==> config.mk <==
export PLATFORM = sky130hd
export DESIGN_NAME = cic_decimator
export DESIGN_NICKNAME = d
export VERILOG_FILES = /design/src/rtl/cic_decimator_pkg.sv /design/src/rtl/cic_serializer.sv /design/src/rtl/cic_decimator.sv
export SDC_FILE = /design/constraint.sdc
export NUM_CORES = 1
export LEC_CHECK = 0
export BUFFER_PORTS_ARGS = -buffer_cell sky130_fd_sc_hd__buf_2
export CAP_MARGIN = 5
export CORE_MARGIN = 3
export CORE_UTILIZATION = 50
export CTS_CLUSTER_SIZE = 16
export DETAILED_ROUTE_END_ITERATION = 10
export HOLD_SLACK_MARGIN = 0.12
export PLACE_DENSITY_LB_ADDON = 0.1
export SYNTH_ARGS = -nofsm -noshare
export SYNTH_HDL_FRONTEND = slang
export SYNTH_SLANG_ARGS = --single-unit
==> constraint.sdc <==
create_clock -name clk -period 3.7 [get_ports clk]
set_input_delay 0.74 -clock clk [delete_from_list [all_inputs] [get_ports clk]]
set_output_delay 0.74 -clock clk [all_outputs]
set_load 0.05 [all_outputs]
==> src/rtl/cic_decimator_pkg.sv <==
// rtl/cic_decimator_pkg.sv - shared FSM state type and width derivations for the CIC decimator
package cic_decimator_pkg;

  typedef enum logic [1:0] {
    ST_IDLE = 2'd0,
    ST_RUN  = 2'd1,
    ST_DONE = 2'd2
  } state_e;

  function automatic int log2_ceil(input int v);
    int r;
    r = 0;
    for (int i = 0; i < 31; i++) begin
      if ((1 << i) < v) r = i + 1;
    end
    return r;
  endfunction

  // One bit of headroom on top of ORDER*log2(OSR) keeps the last stage from wrapping.
  function automatic int calc_acc_w(input int order, input int osr);
    return order * log2_ceil(osr) + 1;
  endfunction

  function automatic int calc_cnt_w(input int osr);
    return log2_ceil(osr) + 1;
  endfunction

endpackage

==> src/rtl/cic_serializer.sv <==
// rtl/cic_serializer.sv - MSB-first load/shift register for serial readout of the result
module cic_serializer #(
  parameter int W = 12
) (
  input  logic         clk,
  input  logic         rst,
  input  logic         load,
  input  logic [W-1:0] load_data,
  input  logic         shift,
  output logic         serial_out
);

  logic [W-1:0] sreg_q, sreg_d;

  always_comb begin
    sreg_d = sreg_q;
    if (load) begin
      sreg_d = load_data;
    end else if (shift) begin
      sreg_d = sreg_q << 1;
    end
  end

  always_ff @(posedge clk or posedge rst) begin
    if (rst) begin
      sreg_q <= '0;
    end else begin
      sreg_q <= sreg_d;
    end
  end

  assign serial_out = sreg_q[W-1];

endmodule

==> src/rtl/cic_decimator.sv <==
// rtl/cic_decimator.sv - CIC integrate-and-dump decimator for a 1-bit modulator stream
module cic_decimator
  import cic_decimator_pkg::*;
#(
  parameter int OSR   = 512,
  parameter int ORDER = 2,
  parameter int OUT_W = 12,
  parameter int SHIFT = 6
) (
  input  logic             clk,
  input  logic             rst,
  input  logic             start,
  input  logic             cont,
  input  logic             data_in,
  input  logic             shift,
  output logic             busy,
  output logic [OUT_W-1:0] data_out,
  output logic             data_valid,
  output logic             sat,
  output logic             serial_data_out
);

  localparam int ACC_W = calc_acc_w(ORDER, OSR);
  localparam int CNT_W = calc_cnt_w(OSR);
  localparam logic [CNT_W-1:0] LAST_SAMPLE = CNT_W'(OSR - 1);
  localparam logic [63:0] OUT_MAX = (64'd1 << OUT_W) - 64'd1;

  state_e           state_q, state_d;
  logic [CNT_W-1:0] cnt_q, cnt_d;
  logic [ACC_W-1:0] integ_q [ORDER];
  logic [ACC_W-1:0] integ_d [ORDER];
  logic [OUT_W-1:0] data_out_q, data_out_d;
  logic             valid_q, valid_d;
  logic             sat_q, sat_d;
  logic [63:0]      scaled;
  logic             clip;
  logic [OUT_W-1:0] result;
  logic             load;

  always_comb begin
    scaled = 64'(integ_q[ORDER-1]) >> SHIFT;
    clip   = scaled > OUT_MAX;
    result = clip ? {OUT_W{1'b1}} : scaled[OUT_W-1:0];
  end

  always_comb begin
    state_d    = state_q;
    cnt_d      = cnt_q;
    integ_d    = integ_q;
    data_out_d = data_out_q;
    valid_d    = 1'b0;
    sat_d      = sat_q;
    load       = 1'b0;
    unique case (state_q)
      ST_IDLE: begin
        if (start || cont) begin
          state_d = ST_RUN;
          cnt_d   = '0;
          for (int i = 0; i < ORDER; i++) integ_d[i] = '0;
        end
      end
      ST_RUN: begin
        // Later stages add the already-updated value of the stage before them.
        integ_d[0] = integ_q[0] + ACC_W'(data_in);
        for (int i = 1; i < ORDER; i++) integ_d[i] = integ_q[i] + integ_d[i-1];
        cnt_d = cnt_q + CNT_W'(1);
        if (cnt_q == LAST_SAMPLE) state_d = ST_DONE;
      end
      ST_DONE: begin
        data_out_d = result;
        sat_d      = clip;
        valid_d    = 1'b1;
        load       = 1'b1;
        if (cont) begin
          state_d = ST_RUN;
          cnt_d   = '0;
          for (int i = 0; i < ORDER; i++) integ_d[i] = '0;
        end else begin
          state_d = ST_IDLE;
        end
      end
      default: state_d = ST_IDLE;
    endcase
  end

  always_ff @(posedge clk or posedge rst) begin
    if (rst) begin
      state_q    <= ST_IDLE;
      cnt_q      <= '0;
      for (int i = 0; i < ORDER; i++) integ_q[i] <= '0;
      data_out_q <= '0;
      valid_q    <= 1'b0;
      sat_q      <= 1'b0;
    end else begin
      state_q    <= state_d;
      cnt_q      <= cnt_d;
      integ_q    <= integ_d;
      data_out_q <= data_out_d;
      valid_q    <= valid_d;
      sat_q      <= sat_d;
    end
  end

  assign busy       = (state_q != ST_IDLE);
  assign data_out   = data_out_q;
  assign data_valid = valid_q;
  assign sat        = sat_q;

  cic_serializer #(
    .W(OUT_W)
  ) u_serializer (
    .clk       (clk),
    .rst       (rst),
    .load      (load),
    .load_data (result),
    .shift     (shift),
    .serial_out(serial_data_out)
  );

endmodule
# Yosys cells after proc, flatten, opt, wreduce, memory -nomap -nowiden

Cells that the tools add are included.

Register bits after elaboration: 76
Input bits: 6

Add/subtract/negate cells: 3
Order comparisons: 1
Equality and inequality tests: 6
Mux-type cells: 14
Reductions and logical operators: 7

Operator list:

| operator                                                               | count |
|---|---|
| 38-bit one-hot mux with 3 select lines                                 | 1 |
| 38-bit two-way mux                                                     | 2 |
| 12-bit two-way mux                                                     | 3 |
| 10-bit one-hot mux with 3 select lines                                 | 1 |
| 10-bit two-way mux                                                     | 2 |
| 19-bit by 1-bit adder with 19-bit output                               | 1 |
| 19-bit adder                                                           | 1 |
| 13-bit by 12-bit > comparator with 1-bit output, second input constant | 1 |
| 10-bit by 1-bit adder with 10-bit output, second input constant        | 1 |
| 10-bit by 9-bit == test with 1-bit output, second input constant       | 1 |
| 2-bit != test, second input constant                                   | 3 |
| 2-bit one-hot mux with 3 select lines                                  | 1 |
| 2-bit two-way mux                                                      | 2 |
| 2-bit nonzero test                                                     | 2 |
| 3-bit AND reduction                                                    | 1 |
| 3-bit nonzero test                                                     | 1 |
| 2-bit by 1-bit == test with 1-bit output, second input constant        | 1 |
| 2-bit == test, second input constant                                   | 1 |
| 2-bit zero test                                                        | 1 |
| 1-bit two-way mux                                                      | 2 |
| 2-bit AND reduction                                                    | 1 |
| 1-bit logical OR                                                       | 1 |

# Longest topological paths before layout

Gate-level depths: netlist of the first run.

Depth in word-level cells: 3
Gate-level depth with buffers: 15
Mapped depth without buffers: 15

# Hierarchy

Synthesis of the first run repeated with hierarchy kept, for this count alone.

Cell total of the unflattened synthesis: 446
Area total of the unflattened synthesis: 4,325.4 um^2

Modules (own cells, without submodules):

| module         | times used | cells an instance | area each (um^2) | sequential area each (um^2) |
|---|---|---|---|---|
| cic_decimator  | 1          | 394               | 3,774.9          | 1,601.5 |
| cic_serializer | 1          | 52                | 550.5            | 300.3 |

# Least setup slack after synthesis of the first run

OpenSTA, ideal clock, no wires.

Kind: in2reg
From: input data_in
To: register integ_q[18] (netlist name)
Library setup time: 0.118 ns
Arrival: 3.206 ns
Data required time: 3.582 ns
Slack: 0.376 ns
Stages on the path: 14
Path buffers: 0
Path through: ha_1 nand2_1 nor2_1 nand3_1 nor2b_1 xor2_1 ha_1 a21o_1 a21o_1 a221oi_1 o21ai_1 xnor2_1 o21bai_1 a21o_1

Cells in the longest elaborated chain, start to end: 3

RTL lines:

| element                                  | RTL line            | text |
|---|---|---|
| from (decl)                              | cic_decimator.sv:14 | `input logic data_in,` |
| 19-bit by 1-bit adder with 19-bit output | cic_decimator.sv:64 | `integ_d[0] = integ_q[0] + ACC_W'(data_in);` |
| 19-bit adder                             | cic_decimator.sv:65 | `for (int i = 1; i < ORDER; i++) integ_d[i] = integ_q[i] + integ_d[i-1];` |
| 38-bit one-hot mux with 3 select lines   | cic_decimator.sv:54 | `unique case (state_q)` |
| to (signal assigned)                     | cic_decimator.sv:97 | `integ_q <= integ_d;` |
| to (decl)                                | cic_decimator.sv:30 | `logic [ACC_W-1:0] integ_q [ORDER];` |

No other way between the ends.
A chain may end at the register's enable or synchronous reset.

# Worst setup path in the final report of the first run

From: input data_in
To: register integ_q[17] (netlist name)

Same word-level chain as after synthesis.

==> impl_metrics.csv, run 1 <==
group,metric,value,unit
logic_synthesis,synthCells,441,
routing,wl_met2,3920,um
sta,tightest_slew,0.835,ns
setup_path,slowest_stage,"or4_1",
routing,drc,0,
placed_design,pre_cts_ws,0.106,ns
layout,final_common_cell,"dfrtp_1",
routing,vias,3215,
placed_design,gp_congestion,0.953,
sta,fmax,307,MHz
flow_run,max_cap_viol_count,0,
layout,diodes,0,
floorplan,die_w,96.8,um
clocking,cts_made_buffers,9,
setup_path,cpPeakStageDelay,0.48,ns
logic_synthesis,synth_top_cell_area_share,46.2,%
sta,fin_skew,0.0112,ns
logic_synthesis,synthArstFlopShare,100,%
clocking,cts.clk_slew.worst_paths,0.09,ns
layout,nNetsFinal,501,
layout,drive_gt1_share,11.1,%
setup_path,cp-end-kind,"register",
placed_design,dp_hpwl,6220,um
floorplan,die-height,96.8,um
setup_path,path_delay_family,"simple AND/OR/NAND/NOR gates",
grt,grt_max_degree,40,
logic_synthesis,synth_flop_cell,"dfrtp_1",
sta,rsz0062_at_grt,"false",
grt,grt_first_pass_wirelength,15100,um
setup_path,cp.required,3.99,ns
logic_synthesis,seq_area_frac_synth,46.2,%
clocking,post-cts-setup-buffers,0,
setup_path,path_max_fanout,4,
clocking,cts_tree,"built",
grt,grt_overflow,0,
power_and_ir_drop,p_switching,1.06,mW
worst_hold_path,hold_path_class,"reg -> reg",
power_and_ir_drop,p_sw_share,35.8,%
clocking,clk_latency,0.35,ns
logic_synthesis,yosysTopAreaCell,"dfrtp_1",
logic_synthesis,ys_warn_count,0,
clocking,cts_max_path_buffers,2,
sta,fin_setup_tns,0,ns
routing,ant_nets,0,
power_and_ir_drop,comb_power_share,37.0,%
layout,area_delta_synth_final,12.2,%
logic_synthesis,synth_nets,471,
power_and_ir_drop,seqPwrFrac,38.6,%
clocking,holdBufCountCts,0,
floorplan,initial_utilization,52.5,%
clocking,cts_root_buf,"clkbuf_8",
routing,routed_wl,8680,um
setup_path,crit_arrival,3.55,ns
grt,grt_antenna_before_repair,0,
logic_synthesis,syn_avg_cell_area,9.34,um^2
routing,firstDrtPassIters,5,
grt,grt_usage,19.4,%
floorplan,die_area,0.00936,mm^2
logic_synthesis,synth_edf_count,0,
logic_synthesis,yosys-top-cells-area,"dfrtp_1 46%, ha_1 7.0%, nor2_1 5.9%",
floorplan,rows,32,
layout,fillCellCount,723,
setup_path,worstSetupPathType,"in -> reg",
setup_path,worst-path-buf-inv,1,
logic_synthesis,ys_seq_elements,76,
clocking,clock-sinks,76,
clocking,htree_levels,3,
routing,topRoutingLayerUsed,"met4",
floorplan,io_pins,22,
power_and_ir_drop,p_per_area,641,mW/mm^2
sta,worst_slack,0.444,ns
routing,met1_length,4340,um
routing,drtIter0Drc,154,
sta,slew_headroom,44.2,%
grt,grt_pass1_vias,3185,
power_and_ir_drop,p_clk_share,24.3,%
placed_design,io_buffer_count,21,
power_and_ir_drop,leakage,2.27,nW
run_status,outcome,"finished, final reports clean",
floorplan,core_area,0.00785,mm^2
routing,viasPerCell,5.56,
power_and_ir_drop,p_int,1.90,mW
clocking,post_cts_resized,0,
logic_synthesis,synthesis.area,0.00412,mm^2
logic_synthesis,synth_cell_types,42,
sta,finalSetupViolCount,0,
sta,min_period_over_period,88.0,%
sta,period_needed,3.26,ns
routing,wl_met3,287,um
sta,drv_slew,0,
routing,wl_per_cell,15.0,um
setup_path,cp_common_cell,"ha_1",
setup_path,crit_chain,"buf_2, ha_1, ha_1, nand2_1, nor2_1, and3_1, and3_1, xor2_1, ha_1, a21o_1, a21oi_1, o21ai_0, a21oi_1, o21a_1, or4_1, nand3_1",
sta,finalHoldViolations,0,
layout,final_cell_mix,"76 x dfrtp_1, 65 x nor2_1, 48 x nand2_1, 30 x a21oi_1, 29 x o21ai_0",
power_and_ir_drop,ir_worst_vdd,0.000418,V
setup_path,cp-start-kind,"input pin",
-- synthesized netlist by cell type, types with 2 or more instances --
library cell and n:
a211o_1 2, a211oi_1 2, a21o_1 6, a21oi_1 31
a221oi_1 2, a22o_1 13, and3_1 7, clkbuf_1 13
dfrtp_1 76, ha_1 23, inv_1 12, mux2i_1 12
nand2_1 48, nand3_1 16, nand4_1 2, nor2_1 65
nor2b_1 4, nor3_1 2, nor3b_1 2, o21a_1 3
o21ai_0 29, o21ai_1 7, o21bai_1 5, o22ai_1 3
o31ai_1 2, or3_1 3, xnor2_1 19, xor2_1 18
-- registers in the layout, indices dropped and copies added, names as in the netlist --
signal and cells:
cnt_q 10, data_out 12, integ_q 38, u_serializer.sreg_q 12, sat 1, state_q 2
data_valid 1
-- layer usage --
| metal | GRT usage, % | vias up |
|---|---|---|
| met1 | 27.2 | 1540 |
| met3 | 3.03 | 13 |
| met5 | 0 | - |
| li1 | - | 1602 |
| met4 | 7.67 | 0 |
| met2 | 30.4 | 60 |
-- power by group through the flow --
stage | clock network [mW] | logic, mW | registers (mW)
2_1_floorplan | 0 | 0.908 | 1.11
3_3_place_gp | 0 | 1.06 | 1.16
3_5_place_dp | 0 | 1.10 | 1.16
4_1_cts | 0.738 | 1.10 | 1.15
5_1_grt | 0.767 | 1.26 | 1.17
6_report | 0.721 | 1.10 | 1.14
-- worst paths after layout --
kind                       cells after the start                     end  slack (ns)   startpoint
hold / removal                                 2                     sat        0.49          sat
setup reg to reg                              15             integ_q[17]        0.55  integ_q[19]
min in group asynchronous                      2                cnt_q[6]        0.54          rst
hold reg to reg                                2                     sat        0.49          sat
max in group asynchronous                      3  u_serializer.sreg_q[0]        2.34          rst
setup / recovery                              16             integ_q[17]        0.44      data_in
-- cells by family after synthesis --
group / after synthesis / synth area share [%]
AND/OR/NAND/NOR: 155 / 16.5
AO/OA/AOI/OAI: 111 / 16.7
flip-flops: 76 / 46.2
XOR/XNOR: 37 / 7.87
buffers and inverters: 26 / 2.37
adder cells (fa/ha/maj): 24 / 7.47
multiplexers: 12 / 2.92
-- through the flow --
stage | util (%) | total power [mW] | instance area [um^2] | cells | hold slack, ns
after floorplan | - | 2.02 | 4120 | 441 | 0.456
after global placement | 56.1 | 2.22 | 4400 | 562 | 0.460
after detailed placement | 56.1 | 2.26 | 4400 | 562 | 0.465
after CTS | 58.9 | 2.99 | 4620 | 578 | 0.485
after global routing | 58.9 | 3.20 | 4620 | 578 | 0.520
final | 58.9 | 2.96 | 4620 | 578 | 0.487
-- cell type report --
| class | instances | area, um^2 | area share, % |
|---|---|---|---|
| repair buffers | 33 | 195 | 4.22 |
| clock inverters | 7 | 98.8 | 2.14 |
| clock buffers | 9 | 124 | 2.68 |
| inverters | 12 | 45.0 | 0.974 |
| well taps | 102 | 128 | 2.76 |
| multi-input cells | 339 | 2130 | 46.1 |
| flip-flops and latches | 76 | 1900 | 41.1 |
-- tightest hold or removal path, cell delays in order, from the launching register on --
cell     delay (ns)
dfrtp_1        0.35
nand2_1        0.05
nand2_1        0.06
(Power assumes the default switching activity.)
==> inputs of run 2 (changes only) <==
- ABC_AREA: default -> 1
- CORE_ASPECT_RATIO: default -> 0.6
- SLEW_MARGIN: default -> 30
==> run 2 against run 1 <==
Effect of this change: area after synthesis increased by 9.7%; largest cell class unchanged; highest routed layer unchanged; clock power rose by 25%; routed wire length up 27%; die area grew 9.5%.
==> impl_metrics.csv, run 2 <==
group,metric,value,unit
run_status,outcome,"finished, final reports clean",
routing,met1_length,6190,um
floorplan,die-height,79.6,um
logic_synthesis,synth_nets,633,
layout,final_cell_mix,"185 x nand2_1, 76 x dfrtp_1, 63 x inv_1, 60 x o21ai_0, 46 x nor2_1",
routing,routed_wl,11100,um
power_and_ir_drop,p_clk_share,26.1,%
clocking,cts.clk_slew.worst_paths,0.06,ns
setup_path,reg2reg_slack,0.65,ns
power_and_ir_drop,seqPwrFrac,33.0,%
power_and_ir_drop,finalPower,3.45,mW
setup_path,crit_cells,17,
logic_synthesis,synthTopCellsByCount,"185 x nand2_1, 76 x dfrtp_1, 64 x inv_1",
routing,firstDrtPassIters,5,
layout,final_common_cell,"nand2_1",
sta,fin_setup_tns,0,ns
logic_synthesis,yosys.cell_count.top_type,"nand2_1",
floorplan,core_area,0.00865,mm^2
logic_synthesis,seq_area_frac_synth,42.1,%
setup_path,reg2regPathDepth,16,
clocking,post-cts-setup-buffers,0,
placed_design,dp_hpwl,8150,um
placed_design,dp_cells,723,
clocking,htree_levels,3,
worst_hold_path,hold_path_class,"reg -> reg",
clocking,cts_made_buffers,9,
placed_design,pre_cts_ws,0.238,ns
routing,topRoutingLayerUsed,"met4",
setup_path,cp_common_cell,"nand2_1",
logic_synthesis,yosys-top-cells-area,"dfrtp_1 42%, nand2_1 15%, o21ai_0 6.6%",
grt,grt_pass1_vias,3668,
power_and_ir_drop,p_switching,1.39,mW
logic_synthesis,synthArstFlopShare,100,%
clocking,post_cts_resized,0,
setup_path,worst-path-buf-inv,1,
setup_path,reg2reg_to,"integ_q[13]",
sta,finalHoldViolations,0,
layout,post-route-util,58.2,%
routing,drtIter0Drc,267,
grt,grt_usage,23.0,%
power_and_ir_drop,p_int,2.06,mW
routing,viasPerCell,5.34,
worst_hold_path,holdPathStages,2,
setup_path,cp.required,3.96,ns
setup_path,crit_arrival,3.43,ns
setup_path,worstSetupPathType,"in -> reg",
sta,finalHoldWorstSlack,0.474,ns
layout,largest_register_ff_count,38,
sta,fin_skew,0.00547,ns
layout,area_delta_synth_final,11.4,%
setup_path,cp-end-kind,"register",
logic_synthesis,ys_warn_count,0,
routing,drc,0,
worst_hold_path,hp-start,"data_out[4]",
clocking,clock-sinks,76,
clocking,clk_latency,0.34,ns
logic_synthesis,synthesis.area,0.00452,mm^2
logic_synthesis,synth_flop_cell,"dfrtp_1",
power_and_ir_drop,leakage,2.57,nW
routing,wl_met2,4070,um
floorplan,die_w,129,um
grt,grt_first_pass_wirelength,18500,um
grt,grt_overflow,0,
logic_synthesis,synthCells,603,
power_and_ir_drop,ir_worst_vdd,0.000468,V
placed_design,post_dp_cell_area,0.00473,mm^2
flow_run,max_cap_viol_count,0,
clocking,cts_root_buf,"clkbuf_16",
routing,wl_met3,647,um
setup_path,path_max_fanout,5,
clocking,cts_max_path_buffers,2,
power_and_ir_drop,p_per_area,686,mW/mm^2
sta,period_needed,3.17,ns
sta,worst_slack,0.528,ns
sta,min_period_over_period,85.7,%
setup_path,r2r_start,"integ_q[19]",
sta,rsz0062_at_grt,"false",
routing,vias,3947,
layout,instances_no_fill,739,
routing,ant_nets,0,
setup_path,cpPeakStageDelay,0.34,ns
placed_design,gp_congestion,0.948,
layout,finalInstanceArea,0.00503,mm^2
sta,slew_headroom,47.3,%
layout,diodes,0,
logic_synthesis,syn_avg_cell_area,7.49,um^2
sta,tightest_slew,0.790,ns
worst_hold_path,min_to,"data_out[4]",
logic_synthesis,yosysTopAreaCell,"dfrtp_1",
floorplan,die_area,0.0103,mm^2
setup_path,slowest_stage,"ha_1",
sta,finalSetupViolCount,0,
power_and_ir_drop,p_sw_share,40.3,%
floorplan,initial_utilization,52.2,%
layout,drive_gt1_share,8.45,%
setup_path,crit_chain,"buf_2, ha_1, ha_1, nand2_1, nor2_1, nand2_1, nor2_1, nand2_1, xor2_1, ha_1, a21oi_1, o21ai_0, a21oi_1, nand2_1, nand2_1, nand2_1, o21ai_0",
grt,grt_antenna_before_repair,0,
layout,fillCellCount,798,
routing,wl_per_cell,15.0,um
sta,fmax,315,MHz
logic_synthesis,synth_edf_count,0,
logic_synthesis,synth_cell_types,37,
clocking,cts_tree,"built",
sta,drv_slew,0,
power_and_ir_drop,comb_power_share,40.8,%
setup_path,path_delay_family,"simple AND/OR/NAND/NOR gates",
floorplan,io_pins,22,
logic_synthesis,synth_top_cell_area_share,42.1,%
setup_path,cp-start-kind,"input pin",
clocking,holdBufCountCts,0,
logic_synthesis,ys_seq_elements,76,
floorplan,rows,26,
layout,regMostFlops,"integ_q",
layout,nNetsFinal,652,
placed_design,io_buffer_count,21,
grt,grt_max_degree,43,
[run 2: cell count changes in the layout (fill, tap and decap cells not counted), sizes merged, moves of 12 or more]
cell   previous run  this run
nor2             65        50
nand2            48       187
mux2i            12         0
nand3            16        33
o21ai            36        63
inv              13        66
xnor2            19         1
[run 2: worst min-delay path, delay by kind of cell, from the launching register on]
kind | cells | cell delay, ns
AND/OR/NAND/NOR | 2 | 0.10
flip-flops | 1 | 0.34
[run 2: cell families (layout without fill, tap and decap cells)]
family,count (synthesis),after routing,synth area share [%]
AOI/OAI and AO/OA,114,114,14.2
xor gates and xnor gates,16,16,3.10
adders and majority gates,24,24,6.81
buffers and inverters,82,106,7.09
DFF,76,76,42.1
and+or+nand+nor,291,291,26.7
[run 2: worst max path at each step]
stage | from | to | slack, ns
after floorplan | data_in | integ_q[17] | 0.78
after global placement | data_in | integ_q[13] | 0.21
after detailed placement | data_in | integ_q[13] | 0.24
after CTS | data_in | integ_q[13] | 0.57
final | data_in | integ_q[13] | 0.53
after global routing | data_in | integ_q[13] | 0.24
[run 2: final cells by class]
| type | count | area [um^2] | share of cell area [%] |
|---|---|---|---|
| clock buffers | 12 | 256 | 5.10 |
| clock inverters | 4 | 47.5 | 0.945 |
| inverters | 66 | 248 | 4.92 |
| multi-input cells | 445 | 2300 | 45.7 |
| flip-flops and latches | 76 | 1900 | 37.8 |
| well taps | 112 | 140 | 2.78 |
| repair buffers | 24 | 140 | 2.78 |
[run 2: metal layers]
layer | vias to the layer above | track usage [%]
li1 | 1999 | -
met2 | 101 | 30.0
met3 | 18 | 5.95
met5 | - | 0
met1 | 1829 | 36.8
met4 | 0 | 5.97
[run 2: power groups by stage]
stage / clock network (mW) / registers, mW / logic, mW
2_1_floorplan: 0 / 1.10 / 1.09
3_3_place_gp: 0 / 1.15 / 1.36
3_5_place_dp: 0 / 1.15 / 1.38
4_1_cts: 0.919 / 1.14 / 1.39
5_1_grt: 0.954 / 1.16 / 1.63
6_report: 0.902 / 1.14 / 1.41
==> inputs of run 3 (changes only) <==
- CORE_MARGIN: 3 -> default
==> run 3 against run 2 <==
Effect of this change: worst setup slack worse by 0.072 ns; clock skew is essentially flat; flip-flop and latch count unchanged; register-to-register slack worse by 0.09 ns; clock power is 0.8% lower; clock-buffer cell count decreased by 2; die area is 8.0% lower; sequential power is essentially flat; non-clock buffer count unchanged; first-iteration DRC count up 43%; critical endpoint unchanged.
==> impl_metrics.csv, run 3 (same netlist as run 2, synthesis figures left out) <==
group,metric,value,unit
clocking,cts.clk_slew.worst_paths,0.06,ns
routing,wl_per_cell,15.3,um
grt,grt_usage,25.6,%
run_status,outcome,"finished, final reports clean",
power_and_ir_drop,p_sw_share,41.1,%
floorplan,core_area,0.00862,mm^2
sta,tightest_slew,0.942,ns
power_and_ir_drop,comb_power_share,41.3,%
routing,firstDrtPassIters,5,
sta,rsz0062_at_grt,"false",
floorplan,die-height,75.6,um
power_and_ir_drop,p_clk_share,25.8,%
sta,finalHoldWorstSlack,0.475,ns
floorplan,die_area,0.00943,mm^2
grt,grt-busiest-layer,"met1",
sta,period_needed,3.24,ns
grt,use_met1,39.7,%
clocking,post-cts-setup-buffers,0,
grt,grt_max_degree,44,
setup_path,path_max_fanout,5,
layout,instances_no_fill,739,
placed_design,pre_cts_ws,0.225,ns
setup_path,crit_arrival,3.51,ns
layout,regMostFlops,"integ_q",
layout,drive_gt1_share,8.61,%
sta,worst_slack,0.456,ns
setup_path,slowest_stage,"ha_1",
power_and_ir_drop,ir_worst_vdd,0.000492,V
grt,grt_pass1_vias,3544,
setup_path,cp-start-kind,"input pin",
grt,grt_first_pass_wirelength,18400,um
clocking,cts_root_buf,"clkbuf_16",
grt,met3_usage,5.83,%
grt,grt_use_met2,35.0,%
setup_path,worstSetupPathType,"in -> reg",
worst_hold_path,hp-start,"data_out[11]",
grt,grt_antenna_before_repair,0,
routing,ant_nets,0,
setup_path,crit_chain,"buf_2, ha_1, ha_1, nand2_1, nor2_1, nand2_1, nor2_1, nand2_1, xor2_1, ha_1, a21oi_1, o21ai_0, a21oi_1, nand2_1, nand2_1, nand2_1, o21ai_0",
clocking,clk_latency,0.34,ns
sta,min_period_over_period,87.7,%
layout,final_cell_mix,"185 x nand2_1, 76 x dfrtp_1, 63 x inv_1, 60 x o21ai_0, 46 x nor2_1",
setup_path,cp_common_cell,"nand2_1",
clocking,cts_tree,"built",
setup_path,reg2reg_slack,0.56,ns
power_and_ir_drop,p_switching,1.43,mW
placed_design,dp_cells,723,
power_and_ir_drop,seqPwrFrac,32.9,%
setup_path,reg2regPathDepth,16,
routing,vias,4079,
clocking,holdBufCountCts,0,
setup_path,cpPeakStageDelay,0.35,ns
sta,finalHoldViolations,0,
placed_design,dp_hpwl,8340,um
clocking,clock-sinks,76,
layout,nNetsFinal,652,
clocking,cts_max_path_buffers,2,
grt,grt_overflow,0,
sta,drv_slew,0,
floorplan,die_w,125,um
setup_path,reg2reg_to,"integ_q[13]",
sta,fin_skew,0.00511,ns
layout,diodes,0,
sta,finalSetupViolCount,0,
sta,fmax,308,MHz
placed_design,io_buffer_count,21,
layout,final_common_cell,"nand2_1",
clocking,cts_made_buffers,9,
routing,drc,0,
worst_hold_path,holdPathStages,2,
power_and_ir_drop,p_per_area,691,mW/mm^2
sta,slew_headroom,37.2,%
worst_hold_path,hold_path_class,"reg -> reg",
power_and_ir_drop,p_int,2.05,mW
routing,drtIter0Drc,381,
layout,largest_register_ff_count,38,
clocking,post_cts_resized,0,
routing,routed_wl,11300,um
routing,viasPerCell,5.52,
clocking,htree_levels,3,
setup_path,cp-end-kind,"register",
floorplan,initial_utilization,52.4,%
layout,area_delta_synth_final,11.4,%
worst_hold_path,min_to,"data_out[11]",
setup_path,r2r_start,"integ_q[19]",
floorplan,rows,26,
power_and_ir_drop,leakage,2.56,nW
flow_run,max_cap_viol_count,0,
floorplan,io_pins,22,
placed_design,gp_congestion,0.935,
setup_path,cp.required,3.96,ns
sta,fin_setup_tns,0,ns
==> run 3: cell types whose count changed in the layout (fill, tap and decap cells not counted) <==
cell and change:
clkbuf_1 -1, clkbuf_8 -1, clkinv_4 +1, clkinvlp_4 +1
==> run 3: routing by layer <==
layer / share of wire, % / vias to the layer above
li1: - / 2011
met1: 53 / 1891
met2: 38 / 162
met3: 8.0 / 15
met4: 1.1 / 0
met5: 0 / -
==> run 3: area by class of cell <==
cell class | count | area [um^2]
fill | 794 | 3590
timing repair buffer | 24 | 140
clock inverter | 6 | 63.8
multi-input combinational | 445 | 2300
tap | 112 | 140
clock buffer | 10 | 239
sequential | 76 | 1900
inverter | 66 | 248
==> run 3: per-stage QoR <==
step           power [mW]  util (%)  instance area [um^2]
6_report             3.47      58.4                  5030
5_1_grt              3.75      58.4                  5030
4_1_cts              3.46      58.4                  5030
3_5_place_dp         2.54      54.8                  4730
3_3_place_gp         2.52      54.8                  4730
2_1_floorplan        2.19         -                  4520
==> run 3: worst max path at each step <==
stage                   to  depth (start not counted)  slack, ns     from
3_5_place_dp   integ_q[13]                         17       0.22  data_in
6_report       integ_q[13]                         17       0.46  data_in
3_3_place_gp   integ_q[13]                         17       0.18  data_in
4_1_cts        integ_q[13]                         17       0.57  data_in
5_1_grt        integ_q[13]                         17       0.30  data_in
2_1_floorplan  integ_q[17]                         15       0.78  data_in
==> run 3: power by group through the flow <==
stage,Clock [mW],Combinational [mW],Sequential (mW)
floorplan,0,1.09,1.10
global placement,0,1.37,1.15
detailed placement,0,1.39,1.15
CTS,0.917,1.41,1.14
global route,0.944,1.64,1.16
finish,0.895,1.44,1.14
==> run 3: worst max-delay path, delay by kind of cell <==
family / cells / cell delay, ns
AND/OR/NAND/NOR: 8 / 0.84
XOR/XNOR: 1 / 0.27
buffers and inverters: 1 / 0.08
AO/OA/AOI/OAI: 4 / 0.73
adder cells (fa/ha/maj): 3 / 0.81
